===== src/rtl/ex_hazard_sched.sv =====
// ex_hazard_sched -- execute-stage hazard scheduler.
//
// Purpose: tracks the destination registers of the instructions in EX, MEM
// and WB, drives the operand forwarding selects into execute, stalls ID for
// one cycle on a load-use hazard, and sequences multi-cycle EX operations
// (MUL/DIV) by holding EX and bubbling MEM until the op has spent MC_CYCLES
// cycles in EX.
//
// Ports:
//   clk, rst_n            clock (rising edge), async active-low reset
//   id_*                  decoded fields of the instruction currently in ID
//   flush                 taken branch/jump in EX; kills the ID instruction
//   stall_id              hold PC and IF/ID register
//   ex_hold               hold ID/EX register (multi-cycle op in progress)
//   bubble_mem            write a bubble into EX/MEM
//   fwd_left / fwd_right  forwarding selects for operand A / operand B
//   busy                  scheduler is in the multi-cycle busy state

package ex_hazard_sched_pkg;
    typedef enum logic [1:0] {
        NONE   = 2'b00,
        EX_MEM = 2'b01,
        MEM_WB = 2'b10
    } forwarding_type;
endpackage

module ex_hazard_sched
    import ex_hazard_sched_pkg::*;
#(
    parameter int REG_ADDR_WIDTH = 5,
    parameter int MC_CYCLES      = 4,
    parameter int CNT_WIDTH      = 3
) (
    input  logic                      clk,
    input  logic                      rst_n,
    input  logic                      id_valid,
    input  logic [REG_ADDR_WIDTH-1:0] id_rs1,
    input  logic [REG_ADDR_WIDTH-1:0] id_rs2,
    input  logic                      id_uses_rs2,
    input  logic [REG_ADDR_WIDTH-1:0] id_rd,
    input  logic                      id_reg_write,
    input  logic                      id_mem_read,
    input  logic                      id_multicycle,
    input  logic                      flush,
    output logic                      stall_id,
    output logic                      ex_hold,
    output logic                      bubble_mem,
    output forwarding_type            fwd_left,
    output forwarding_type            fwd_right,
    output logic                      busy
);

    typedef enum logic {RUN, MC_BUSY} state_t;

    typedef struct packed {
        logic                      valid;
        logic [REG_ADDR_WIDTH-1:0] rs1;
        logic [REG_ADDR_WIDTH-1:0] rs2;
        logic [REG_ADDR_WIDTH-1:0] rd;
        logic                      reg_write;
        logic                      mem_read;
        logic                      multicycle;
    } ex_entry_t;

    // MEM and WB only need to know what they will write back.
    typedef struct packed {
        logic                      valid;
        logic [REG_ADDR_WIDTH-1:0] rd;
        logic                      reg_write;
    } wr_entry_t;

    state_t               state_q, state_d;
    logic [CNT_WIDTH-1:0] cnt_q,   cnt_d;
    ex_entry_t            ex_q,    ex_d;
    wr_entry_t            mem_q,   mem_d;
    wr_entry_t            wb_q,    wb_d;

    logic                 load_use;

    // Forwarding select for one EX source. The younger producer (MEM) wins.
    function automatic forwarding_type fwd_sel(input logic [REG_ADDR_WIDTH-1:0] src);
        forwarding_type sel;
        sel = NONE;
        if (mem_q.valid && mem_q.reg_write && (mem_q.rd != '0) && (mem_q.rd == src))
            sel = EX_MEM;
        else if (wb_q.valid && wb_q.reg_write && (wb_q.rd != '0) && (wb_q.rd == src))
            sel = MEM_WB;
        return sel;
    endfunction

    always_comb begin
        fwd_left  = NONE;
        fwd_right = NONE;
        if (ex_q.valid) begin
            fwd_left  = fwd_sel(ex_q.rs1);
            fwd_right = fwd_sel(ex_q.rs2);
        end
    end

    // A load in EX whose result the ID instruction needs cannot be forwarded
    // in time; ID waits one cycle so the value can come from MEM/WB instead.
    assign load_use = ex_q.valid && ex_q.mem_read && (ex_q.rd != '0) && id_valid &&
                      ((id_rs1 == ex_q.rd) || (id_uses_rs2 && (id_rs2 == ex_q.rd)));

    assign busy = (state_q == MC_BUSY);

    always_comb begin
        state_d    = state_q;
        cnt_d      = cnt_q;
        ex_d       = ex_q;
        mem_d      = '{valid: ex_q.valid, rd: ex_q.rd, reg_write: ex_q.reg_write};
        wb_d       = mem_q;
        stall_id   = 1'b0;
        ex_hold    = 1'b0;
        bubble_mem = 1'b0;

        case (state_q)
            RUN: begin
                if (ex_q.valid && ex_q.multicycle) begin
                    // First EX cycle of a multi-cycle op: freeze EX and ID,
                    // feed MEM a bubble. Takes priority over flush/load-use.
                    ex_hold     = 1'b1;
                    stall_id    = 1'b1;
                    bubble_mem  = 1'b1;
                    mem_d.valid = 1'b0;
                    if (MC_CYCLES > 2) begin
                        state_d = MC_BUSY;
                        cnt_d   = CNT_WIDTH'(MC_CYCLES - 2);
                    end else begin
                        // Two-cycle op: a single hold cycle is enough.
                        ex_d.multicycle = 1'b0;
                    end
                end else begin
                    stall_id        = load_use && !flush;
                    ex_d.valid      = id_valid && !flush && !load_use;
                    ex_d.rs1        = id_rs1;
                    ex_d.rs2        = id_rs2;
                    ex_d.rd         = id_rd;
                    ex_d.reg_write  = id_reg_write;
                    ex_d.mem_read   = id_mem_read;
                    ex_d.multicycle = id_multicycle;
                end
            end
            MC_BUSY: begin
                // flush is ignored here: EX holds a MUL/DIV, not a branch.
                ex_hold     = 1'b1;
                stall_id    = 1'b1;
                bubble_mem  = 1'b1;
                mem_d.valid = 1'b0;
                cnt_d       = cnt_q - CNT_WIDTH'(1);
                // Counter drains to 0 on the last busy cycle. Clearing the
                // multicycle flag lets the op leave EX on the following (RUN)
                // cycle, giving exactly MC_CYCLES cycles of EX occupancy.
                if (cnt_q == CNT_WIDTH'(1)) begin
                    state_d         = RUN;
                    ex_d.multicycle = 1'b0;
                end
            end
        endcase
    end

    always_ff @(posedge clk or negedge rst_n) begin
        if (!rst_n) begin
            state_q <= RUN;
            cnt_q   <= '0;
            ex_q    <= '0;
            mem_q   <= '0;
            wb_q    <= '0;
        end else begin
            state_q <= state_d;
            cnt_q   <= cnt_d;
            ex_q    <= ex_d;
            mem_q   <= mem_d;
            wb_q    <= wb_d;
        end
    end

endmodule


===== config.mk =====
export PLATFORM = sky130hd
export DESIGN_NAME = ex_hazard_sched
export DESIGN_NICKNAME = d
export VERILOG_FILES = /design/src/rtl/ex_hazard_sched.sv
export SDC_FILE = /design/constraint.sdc
export NUM_CORES = 1
export LEC_CHECK = 0
export BUFFER_PORTS_ARGS = -buffer_cell sky130_fd_sc_hd__buf_2
export CAP_MARGIN = 20
export CORE_UTILIZATION = 45
export DETAILED_ROUTE_END_ITERATION = 8
export PLACE_DENSITY = 0.69
export SYNTH_ARGS = -nofsm -noshare
export SYNTH_HDL_FRONTEND = slang
export SYNTH_SLANG_ARGS = --single-unit

===== constraint.sdc =====
create_clock -name clk -period 1.65 [get_ports clk]
set_input_delay 0.33 -clock clk [delete_from_list [all_inputs] [get_ports clk]]
set_output_delay 0.33 -clock clk [all_outputs]
set_load 0.02 [all_outputs]

* Yosys cells after proc, flatten, opt, wreduce, memory -nomap -nowiden
Cells that the tools add are included.
** Cells by class
- Add/sub/neg operators :: 1
- Eq/ne operators :: 10
- Mux-type cells :: 19
- Bitwise gates (word level) :: 2
- Reductions and logical operators :: 25
** Operators with widths (number)
- $eq 5x5->1 :: 6
- $logic_and 1x1->1 :: 17
- $reduce_bool 5->1 :: 3
- $mux 2 :: 6
- $pmux 1 s2 :: 5
- $mux 1 :: 6
- $pmux 3 s2 :: 1
- $ne 2x2->1 const B :: 2
- $reduce_and 2->1 :: 2
- $eq 3x1->1 const B :: 1
- $mux 3 :: 1
- $sub 3x1->3 const B :: 1
- $logic_not 1->1 :: 2
- $ne 2x1->1 const B :: 1
- $not 1->1 :: 2
- $logic_or 1x1->1 :: 1
** Storage, ports and cells
- Bits in registers :: 37
- Bits of input ports :: 23
- Output and inout bits :: 8
- Logic and storage cells :: 72

* Depth between registers and ports, before layout
Gate-level depths: netlist (run 1).
- Depth in word-level cells :: 7
- Gate-level depth with buffers :: 6
- Depth with buffers taken out :: 5

* Worst setup path after synthesis (run 1)
OpenSTA, ideal clock, no wires.
- Path kind :: flip-flop to output port
- Start :: reg mem_q[4] (netlist name)
- End :: out fwd_left[1]
- Data arrival time :: 1692 ps
- Required time :: 1320 ps
- Setup slack :: -372 ps
- Stages on the path, launching flop included :: 5
- Path buffers :: 0
- Cells stage by stage :: dfrtp_1 -> or4_1 -> o211ai_2 -> nor4_1 -> nor4_2
** On the way
- Cells in the longest elaborated chain, start to end :: 5
- Elaborated cells on any way between the ends :: 6
- Those cells by class :: eq/ne: 1; mux: 2; reduce/logical: 3
** Ends and longest elaborated chain
- start: declaration :: RTL line 75 : wr_entry_t mem_q, mem_d;
- start signal: assignment :: RTL line 173 : mem_q <= mem_d;
- $reduce_bool 5->1 :: RTL line 84 : if (mem_q.valid && mem_q.reg_write && (mem_q.rd != '0) && (mem_q.rd == src))
- $logic_and 1x1->1 :: RTL line 84
- $logic_and 1x1->1 * :: RTL line 84
- $mux 2 * :: RTL line 84
- $mux 2 * :: RTL line 94 : if (ex_q.valid) begin
- end: declaration :: RTL line 48 : output forwarding_type fwd_left,
Mark *: on every way between the ends. The rest lies on a longest branch, timed or not.

* Worst setup path in the final report (run 1)
- Start :: reg ex_q[14] (netlist name)
- End :: out fwd_left[1]
** On the way
- Cells in the longest elaborated chain, start to end :: 5
- Elaborated cells on any way between the ends :: 7
- Those cells by class :: eq/ne: 2; mux: 3; reduce/logical: 2
** Ends and longest elaborated chain
- start: declaration :: RTL line 74 : ex_entry_t ex_q, ex_d;
- start signal: assignment :: RTL line 166 : ex_q <= '0;
- start signal: assignment :: RTL line 172 : ex_q <= ex_d;
- $eq 5x5->1 :: RTL line 86 : else if (wb_q.valid && wb_q.reg_write && (wb_q.rd != '0) && (wb_q.rd == src))
- $logic_and 1x1->1 :: RTL line 86
- $mux 2 :: RTL line 86
- $mux 2 * :: RTL line 84
- $mux 2 * :: RTL line 94
Marked as above.

==> impl_metrics.env, run 1 <==
export IMPL_ir_worst_vdd_v=0.00102
export IMPL_die_height_um=63.4
export IMPL_critical_path_class="flop to output port"
export IMPL_failed_checks="negative hold slack, negative setup slack"
export IMPL_finalClockSkew_ps=7.46
export IMPL_setup_viol_count_final=5
export IMPL_required_ps=1320
export IMPL_start_kind="flop"
export IMPL_area_growth_syn_to_layout_pct=45.3
export IMPL_final_nets=260
export IMPL_tritoncts_num_sinks=37
export IMPL_crit_path_top_delay_cell="sky130_fd_sc_hd__or4_4"
export IMPL_timing_hold_ws_ps=-6.37
export IMPL_synth_seq_cells=37
export IMPL_ctsHtreeMaxLevel=2
export IMPL_placement_io_buffers=30
export IMPL_synth_cells=165
export IMPL_final_layout_size_suffix_gt1_share_pct=43.2
export IMPL_num_io_pins=31
export IMPL_place_detailed_hpwl_mm=2.91
export IMPL_dr_vias_cell=4.88
export IMPL_drv_cap=0
export IMPL_end_kind="output port"
export IMPL_worst_setup_hold_path_clk_slew_ps=70
export IMPL_mappedNetlistArea_sq_um=1690
export IMPL_synthTopCellsByArea="sky130_fd_sc_hd__dfrtp_1 (55%), sky130_fd_sc_hd__nand2_1 (12%), sky130_fd_sc_hd__xor2_1 (11%), sky130_fd_sc_hd__xnor2_1 (4.7%), sky130_fd_sc_hd__or4_1 (1.8%)"
export IMPL_final_setup_worst_slack_ps=-539
export IMPL_max_slew_margin_pct=68.9
export IMPL_dpl_cell_count=269
export IMPL_final_max_slew_violation_count=0
export IMPL_synth_largest_area_cell="sky130_fd_sc_hd__dfrtp_1"
export IMPL_grt_pass1_wl_mm=6.40
export IMPL_worstMarginPinSlew_ps=467
export IMPL_synth_yosys_seq_area_share_pct=54.7
export IMPL_post_dp_cell_area_sq_um=2190
export IMPL_clk_insertion_delay_late_ps=280
export IMPL_drtPass1Iterations=4
export IMPL_slowest_stage_delay_cp_ps=550
export IMPL_cts_buffers_inserted=5
export IMPL_postSynthNetCount=190
export IMPL_synth_area_per_cell_sq_um=10.3
export IMPL_grt_overflow_total=0
export IMPL_netlist_cell_type_count=30
export IMPL_crit_path_cell_trace="xor2_1 -> or4_4 -> nor4_4 -> buf_4"
export IMPL_critPathMaxFanout=2
export IMPL_worst_hold_path_type="input port to async pin"
export IMPL_final_design_instance_area_without_fill_sq_um=2460
export IMPL_fin_cells=282
export IMPL_fillCellCount=266
export IMPL_area_of_the_core_sq_um=3470
export IMPL_total_power_mw=5.01
export IMPL_placementRows=21
export IMPL_timing_final_crit_share_pct=133
export IMPL_finalHoldViolCount=12
export IMPL_routed_wl_mm=3.90
export IMPL_cts_root_buf="sky130_fd_sc_hd__clkbuf_8"
export IMPL_wl_per_cell_um=13.8
export IMPL_layout_core_utilization_pct=71.0
export IMPL_synth_main_ff_cell="sky130_fd_sc_hd__dfrtp_1"
export IMPL_tritoncts="built"
export IMPL_data_arrival_critical_path_ps=1860
export IMPL_die_width_um=63.4
export IMPL_track_usage_pct=21.0
export IMPL_pre_cts_ws_ps=-258
export IMPL_design_die_area_sq_um=4010
export IMPL_drc_errors=0
export IMPL_post_synth_top_area_fraction_pct=54.7
export IMPL_synth_edff_count=0
export IMPL_synthesis_yosys_warnings=0
export IMPL_antennaDiodeCount=0
export IMPL_drc_violation_total_after_the_first_tritonroute_iteration=34
export IMPL_routed_via_count=1376
export IMPL_fraction_of_synthesis_flops_using_an_asynchronous_set_or_reset_pin_pct=100
export IMPL_clk_path_buf_depth=2
export IMPL_grt_pass1_vias=1463
export IMPL_antenna_found_initial=0
export IMPL_antenna_left=0
export IMPL_cellPowerDensity_nw_per_um2=2040
export IMPL_initial_utilization_pct=48.8
export IMPL_grt_max_degree=20
export IMPL_power_leakage_nw=1.23
export IMPL_gpl_final_weighted_congestion=0.835
export IMPL_finalSetupTns_ps=-2400
export IMPL_min_clock_period_post_route_ps=2190
export IMPL_outcome="finished with violations"
export IMPL_max_freq_mhz=457
export IMPL_rsz_0062_raised_after_global_routing="true"
sequential cells by signal (all words and copies together) (netlist names):
signal	count
ex_q	19
mem_q	7
wb_q	7
cnt_q	3
busy	1
where the power goes:
group	leakage [nW]	internal, mW	switching [mW]
Sequential	0.454	1.35	0.450
Combinational	0.718	1.30	1.23
Clock	0.0542	0.377	0.297
kinds of logic after synthesis:
family	count (synthesis)	share of synthesized area [%]
simple gates	71	18.8
flops	37	54.7
xor+xnor	31	16.0
compound gates	13	5.83
buf+inv	10	2.59
fa+ha+maj	2	1.48
mux	1	0.665
cells in the mapped netlist (2+ instances only):
cell type	instances
sky130_fd_sc_hd__ha_1	2
sky130_fd_sc_hd__nor3_1	3
sky130_fd_sc_hd__clkbuf_1	2
sky130_fd_sc_hd__nor4_1	3
sky130_fd_sc_hd__xnor2_1	9
sky130_fd_sc_hd__nand3_1	3
sky130_fd_sc_hd__dfrtp_1	37
sky130_fd_sc_hd__inv_1	5
sky130_fd_sc_hd__buf_2	2
sky130_fd_sc_hd__xor2_1	22
sky130_fd_sc_hd__or4_1	4
sky130_fd_sc_hd__o2111ai_1	2
sky130_fd_sc_hd__nand2_1	52
sky130_fd_sc_hd__o21ai_0	3
placed cells by master, fill, tap and decap left out, types with 3 or more instances in the layout:
| cell | Yosys | final |
|---|---|---|
| sky130_fd_sc_hd__nand2_1 | 52 | 52 |
| sky130_fd_sc_hd__buf_4 | 1 | 38 |
| sky130_fd_sc_hd__dfrtp_1 | 37 | 37 |
| sky130_fd_sc_hd__buf_2 | 2 | 26 |
| sky130_fd_sc_hd__xor2_1 | 22 | 22 |
| sky130_fd_sc_hd__clkbuf_8 | 0 | 7 |
| sky130_fd_sc_hd__xnor2_1 | 9 | 6 |
| sky130_fd_sc_hd__inv_1 | 5 | 4 |
| sky130_fd_sc_hd__or4_4 | 0 | 4 |
| sky130_fd_sc_hd__xnor2_2 | 0 | 3 |
| sky130_fd_sc_hd__nor3_2 | 0 | 3 |
| sky130_fd_sc_hd__o21ai_0 | 3 | 3 |
| sky130_fd_sc_hd__buf_6 | 0 | 3 |
worst paths after layout:
| kind | from | end | slack (ps) | cells past startpoint |
|---|---|---|---|---|
| worst max-delay path | ex_q[14]$_DFFE_PN0P_ | fwd_left[1] | -540 | 4 |
| worst min-delay path | rst_n | busy$_DFF_PN0_ | -6 | 1 |
| worst max register to register | ex_q[4]$_DFFE_PN0P_ | ex_q[18]$_DFFE_PN0P_ | 20 | 4 |
| worst min register to register | ex_q[2]$_DFFE_PN0P_ | mem_q[0]$_DFF_PN0_ | 390 | 0 |
| max in group asynchronous | rst_n | ex_q[10]$_DFFE_PN0P_ | 1190 | 2 |
| min in group clk | id_rd[1] | ex_q[4]$_DFFE_PN0P_ | 230 | 3 |
final cells by class:
cell class	count	area (sq um)	share of cell area, %
flip-flops and latches	37	926	37.6
multi-input cells	118	886	36.0
repair buffers	68	469	19.1
clock buffers	7	96.3	3.91
well taps	46	57.6	2.34
inverters	5	21.3	0.864
clock inverters	1	5.00	0.203
what timing repair did:
item,4_1_cts,5_1_grt
gates resized for setup,16,10
buffers inserted,3,3
pin swaps,10,5
setup endpoints to repair,8,8
hold buffers,0,0
routing by layer:
metal	share of wire (%)	global-route usage, %
met5	0	0
met4	1.2	6.25
met3	3.7	4.71
met2	53	36.6
met1	42	25.8
worst max-delay path, delay by kind of cell, from the launching register on:
kind / cells / cell delay (ps)
xor+xnor: 1 / 170
buf+inv: 1 / 180
flops: 1 / 400
simple gates: 2 / 830
No activity file was read; power rests on OpenSTA's default activity.
==> inputs of run 2 (changes only) <==
==> constraint.sdc (replaced) <==
create_clock -name clk -period 1.65 [get_ports clk]
set_input_delay 0.0825 -clock clk [delete_from_list [all_inputs] [get_ports clk]]
set_output_delay 0.0825 -clock clk [all_outputs]
set_load 0.02 [all_outputs]
==> impl_metrics.env, run 2 (same netlist as run 1, synthesis figures left out) <==
export IMPL_outcome="finished with violations"
export IMPL_failed_checks="negative setup slack"
export IMPL_tritoncts="built"
export IMPL_fin_cells=276
export IMPL_wl_per_cell_um=13.4
export IMPL_finalSetupTns_ps=-1250
export IMPL_dr_vias_cell=4.88
export IMPL_cts_buffers_inserted=5
export IMPL_reg_largest_list="ex_q x19, mem_q x7, wb_q x7"
export IMPL_rsz_0062_raised_after_global_routing="true"
export IMPL_placementRows=21
export IMPL_cts_root_buf="sky130_fd_sc_hd__clkbuf_8"
export IMPL_worst_hold_path_type="input port to flop"
export IMPL_largest_register_ffs=19
export IMPL_final_setup_worst_slack_ps=-310
export IMPL_routed_via_count=1348
export IMPL_critical_path_class="flop to output port"
export IMPL_data_arrival_critical_path_ps=1880
export IMPL_tritoncts_num_sinks=37
export IMPL_mostFrequentLayoutCells="sky130_fd_sc_hd__nand2_1 (52), sky130_fd_sc_hd__dfrtp_1 (36), sky130_fd_sc_hd__buf_2 (27), sky130_fd_sc_hd__buf_4 (25), sky130_fd_sc_hd__xor2_1 (22)"
export IMPL_ff_to_ff_path_depth=6
export IMPL_multi_input_comb_area_sq_um=837
export IMPL_dpl_cell_count=255
export IMPL_critPathMaxFanout=3
export IMPL_drc_violation_total_after_the_first_tritonroute_iteration=28
export IMPL_drc_errors=0
export IMPL_clk_path_buf_depth=2
export IMPL_ir_worst_vdd_v=0.000901
export IMPL_drtPass1Iterations=4
export IMPL_area_of_the_core_sq_um=3470
export IMPL_start_kind="flop"
export IMPL_grt_pass1_vias=1342
export IMPL_antennaDiodeCount=0
export IMPL_required_ps=1570
export IMPL_timing_final_crit_share_pct=119
export IMPL_clk_insertion_delay_late_ps=290
export IMPL_seqCellArea_sq_um=927
export IMPL_setup_viol_count_final=5
export IMPL_fillCellCount=281
export IMPL_max_slew_margin_pct=48.8
export IMPL_antenna_left=0
export IMPL_num_io_pins=31
export IMPL_final_nets=255
export IMPL_initial_utilization_pct=48.8
export IMPL_max_freq_mhz=510
export IMPL_finalHoldViolCount=0
export IMPL_max_flop_register="ex_q"
export IMPL_final_layout_size_suffix_gt1_share_pct=36.1
export IMPL_area_growth_syn_to_layout_pct=39.5
export IMPL_track_usage_pct=21.0
export IMPL_final_common_cell="sky130_fd_sc_hd__nand2_1"
export IMPL_end_kind="output port"
export IMPL_die_height_um=63.4
export IMPL_place_detailed_hpwl_mm=2.67
export IMPL_grt_overflow_total=0
export IMPL_placement_io_buffers=30
export IMPL_design_die_area_sq_um=4010
export IMPL_die_width_um=63.4
export IMPL_worst_setup_hold_path_clk_slew_ps=60
export IMPL_drv_cap=0
export IMPL_final_max_slew_violation_count=0
export IMPL_power_leakage_nw=1.17
export IMPL_total_power_mw=4.63
export IMPL_routed_wl_mm=3.71
export IMPL_gpl_final_weighted_congestion=0.821
export IMPL_grt_max_degree=38
export IMPL_hold_depth=3
export IMPL_cellPowerDensity_nw_per_um2=1960
export IMPL_grt_pass1_wl_mm=6.24
export IMPL_worstMarginPinSlew_ps=768
export IMPL_ctsHtreeMaxLevel=2
export IMPL_min_clock_period_post_route_ps=1960
export IMPL_antenna_found_initial=0
export IMPL_finalClockSkew_ps=6.03
[run 2: through the flow]
| stage | util [%] | area (sq um) | hold WS, ps | worst slack [ps] |
|---|---|---|---|---|
| after floorplan | - | 1700 | -213 | -108 |
| after CTS | 66.8 | 2320 | 8.41 | -323 |
| after global routing | 68.1 | 2360 | 6.80 | -409 |
| final | 68.1 | 2360 | 16.4 | -310 |
| after detailed placement | 58.4 | 2020 | 212 | -79.5 |
| after global placement | 58.4 | 2020 | 193 | 5.83 |
[run 2: layout make-up]
class                   instances  share of cell area [%]
inverters                       5                   0.794
well taps                      46                    2.44
repair buffers                 63                    18.5
multi-input cells             118                    35.4
flip-flops and latches         37                    39.2
clock buffers                   7                    3.65
[run 2: power breakdown]
group | leakage (nW) | switching [mW] | total [mW] | internal [mW]
combinational | 0.670 | 1.11 | 2.19 | 1.08
sequential | 0.452 | 0.452 | 1.81 | 1.36
clock | 0.0443 | 0.292 | 0.623 | 0.331
total | 1.17 | 1.85 | 4.63 | 2.77
[run 2: worst paths after layout]
path / startpoint / to / slack [ps]
max in group asynchronous: rst_n / ex_q[14]$_DFFE_PN0P_ / 700
min in group asynchronous: rst_n / ex_q[1]$_DFFE_PN0P_ / 400
hold reg to reg: ex_q[2]$_DFFE_PN0P_ / mem_q[0]$_DFF_PN0_ / 380
setup / recovery: wb_q[5]$_DFF_PN0_ / fwd_left[1] / -310
setup reg to reg: ex_q[6]$_DFFE_PN0P_ / ex_q[18]$_DFFE_PN0P_ / 0
hold / removal: id_rs1[3] / ex_q[16]$_DFFE_PN0P_ / 20
[run 2: worst max-delay path: stages (launching register included)]
cell and delay (ps):
sky130_fd_sc_hd__dfrtp_1 390, sky130_fd_sc_hd__or4_1 140, sky130_fd_sc_hd__o2111ai_2 120, sky130_fd_sc_hd__or4_4 500
sky130_fd_sc_hd__nor4_2 250, sky130_fd_sc_hd__buf_2 190
[run 2: per-layer routing]
layer	up-vias	share of wire (%)	global-route usage, %
li1	666	-	-
met1	641	43	25.5
met2	33	51	35.5
met3	8	3.0	4.89
met4	0	2.1	8.52
met5	-	0	0
[run 2: what timing repair did]
item,4_1_cts,5_1_grt
hold buffers,8,0
hold endpoints to repair,44,0
setup endpoints to repair,5,8
pin swaps,12,8
resized for setup,17,9
setup buffers,5,4
==> inputs of run 3 (changes only) <==
- PLACE_DENSITY: 0.69 -> 0.67
- clock period: 1.65 -> 2.11 ns (I/O delays scaled with it)
==> impl_metrics.env, run 3 (same netlist as run 1, synthesis figures left out) <==
export IMPL_antenna_left=0
export IMPL_crit_reg2reg_capture="ex_q[18]$_DFFE_PN0P_"
export IMPL_reg_largest_list="ex_q x19, mem_q x7, wb_q x7"
export IMPL_worst_hold_path_type="input port to flop"
export IMPL_die_height_um=63.4
export IMPL_finalClockSkew_ps=4.70
export IMPL_final_common_cell="sky130_fd_sc_hd__nand2_1"
export IMPL_gpl_final_weighted_congestion=0.795
export IMPL_drc_errors=0
export IMPL_wl_per_cell_um=13.9
export IMPL_regToRegStartpoint="ex_q[4]$_DFFE_PN0P_"
export IMPL_max_slew_margin_pct=47.1
export IMPL_dpl_cell_count=238
export IMPL_track_usage_pct=20.1
export IMPL_drtPass1Iterations=6
export IMPL_grt_pass1_vias=1280
export IMPL_grt_overflow_total=0
export IMPL_initial_utilization_pct=48.8
export IMPL_area_growth_syn_to_layout_pct=21.6
export IMPL_outcome="finished, final reports clean"
export IMPL_fin_cells=254
export IMPL_required_ps=2000
export IMPL_power_leakage_nw=1.03
export IMPL_max_freq_mhz=496
export IMPL_ir_worst_vdd_v=0.000683
export IMPL_finalHoldViolCount=0
export IMPL_clk_insertion_delay_late_ps=290
export IMPL_placementRows=21
export IMPL_power_sequential_fraction_pct=46.2
export IMPL_power_share_combinational_pct=38.8
export IMPL_max_flop_register="ex_q"
export IMPL_antennaDiodeCount=0
export IMPL_worst_setup_hold_path_clk_slew_ps=70
export IMPL_final_layout_size_suffix_gt1_share_pct=24.5
export IMPL_die_width_um=63.4
export IMPL_mostFrequentLayoutCells="sky130_fd_sc_hd__nand2_1 (52), sky130_fd_sc_hd__dfrtp_1 (36), sky130_fd_sc_hd__buf_2 (30), sky130_fd_sc_hd__xor2_1 (22), sky130_fd_sc_hd__xnor2_1 (9)"
export IMPL_hold_depth=3
export IMPL_grt_pass1_wl_mm=6.00
export IMPL_grt_max_degree=38
export IMPL_drc_violation_total_after_the_first_tritonroute_iteration=37
export IMPL_min_clock_period_post_route_ps=2010
export IMPL_dr_vias_cell=4.85
export IMPL_final_nets=232
export IMPL_tritoncts_num_sinks=37
export IMPL_whs_endpoint="ex_q[3]$_DFFE_PN0P_"
export IMPL_largest_register_ffs=19
export IMPL_cellPowerDensity_nw_per_um2=1530
export IMPL_final_max_slew_violation_count=0
export IMPL_timing_final_crit_share_pct=95.5
export IMPL_routed_wl_mm=3.54
export IMPL_power_share_clock_pct=15.0
export IMPL_place_detailed_hpwl_mm=2.51
export IMPL_internal_power_mw=1.88
export IMPL_ctsHtreeMaxLevel=2
export IMPL_data_arrival_critical_path_ps=1910
export IMPL_setup_viol_count_final=0
export IMPL_ff_to_ff_path_depth=4
export IMPL_fillCellCount=326
export IMPL_p_sw_mw=1.28
export IMPL_clk_path_buf_depth=2
export IMPL_placement_io_buffers=30
export IMPL_start_kind="flop"
export IMPL_worstMarginPinSlew_ps=794
export IMPL_antenna_found_initial=0
export IMPL_cts_root_buf="sky130_fd_sc_hd__clkbuf_8"
export IMPL_routed_via_count=1231
export IMPL_reg2reg_setup_slack_ps=550
export IMPL_num_io_pins=31
export IMPL_cts_buffers_inserted=5
export IMPL_area_of_the_core_sq_um=3470
export IMPL_sw_frac_of_total_pct=40.4
export IMPL_drv_cap=0
export IMPL_critPathMaxFanout=3
export IMPL_tritoncts="built"
export IMPL_timing_hold_ws_ps=6.22
export IMPL_critical_path_class="flop to output port"
export IMPL_design_die_area_sq_um=4010
export IMPL_end_kind="output port"
export IMPL_hold_path_startpoint="id_rd[0]"
-- run 3: layout make-up --
| cell class | count | area, sq um | area share, % |
|---|---|---|---|
| Timing Repair Buffer | 40 | 235 | 11.4 |
| Tap cell | 46 | 57.6 | 2.79 |
| Sequential cell | 37 | 927 | 45.0 |
| Inverter | 5 | 18.8 | 0.911 |
| Multi-Input combinational cell | 118 | 741 | 36.0 |
| Clock buffer | 8 | 80.1 | 3.89 |
-- run 3: power groups by stage --
stage	Combinational (mW)	Clock (mW)	Sequential, mW
2_1_floorplan	0.886	0	1.37
3_3_place_gp	1.09	0	1.45
3_5_place_dp	1.13	0	1.48
4_1_cts	1.15	0.484	1.47
5_1_grt	1.38	0.521	1.51
6_report	1.22	0.472	1.46
-- run 3: worst max-delay path: stages, from the launching register on --
cell                       delay (ps)
sky130_fd_sc_hd__dfrtp_1          410
sky130_fd_sc_hd__or4_4            550
sky130_fd_sc_hd__o211ai_2         230
sky130_fd_sc_hd__nor4_2            80
sky130_fd_sc_hd__and2_2           190
sky130_fd_sc_hd__buf_2            150
-- run 3: worst max path at each step --
stage	startpoint	endpoint	slack, ps
after global routing	mem_q[4]$_DFF_PN0_	fwd_right[1]	-30
after CTS	mem_q[4]$_DFF_PN0_	fwd_left[1]	10
after global placement	mem_q[4]$_DFF_PN0_	fwd_left[1]	360
after floorplan	mem_q[4]$_DFF_PN0_	fwd_left[1]	310
final	mem_q[4]$_DFF_PN0_	fwd_left[0]	100
after detailed placement	mem_q[4]$_DFF_PN0_	fwd_left[1]	300
-- run 3: repair_timing --
action	in CTS	in global routing
setup buffers	0	5
endpoints found under the setup margin	1	2
resized for setup	1	3
gates cloned	0	0
hold buffers	3	1
endpoints found under the hold margin	39	1
pin swaps	0	4
-- run 3: layer usage --
| metal | GRT usage (%) | share of wire (%) |
|---|---|---|
| met3 | 5.98 | 4.1 |
| met1 | 25.8 | 46 |
| met4 | 7.67 | 1.7 |
| met5 | 0 | 0 |
| met2 | 31.6 | 48 |
-- run 3: stage by stage --
stage / setup TNS (ps) / total power [mW] / cell area (sq um) / setup slack [ps] / util [%]
floorplan: 0 / 2.26 / 1690 / 313 / -
global placement: 0 / 2.54 / 1890 / 358 / 54.5
detailed placement: 0 / 2.61 / 1890 / 304 / 54.5
CTS: 0 / 3.10 / 2010 / 11.8 / 57.8
global route: -25.3 / 3.41 / 2060 / -25.3 / 59.4
finish: 0 / 3.15 / 2060 / 95.7 / 59.4
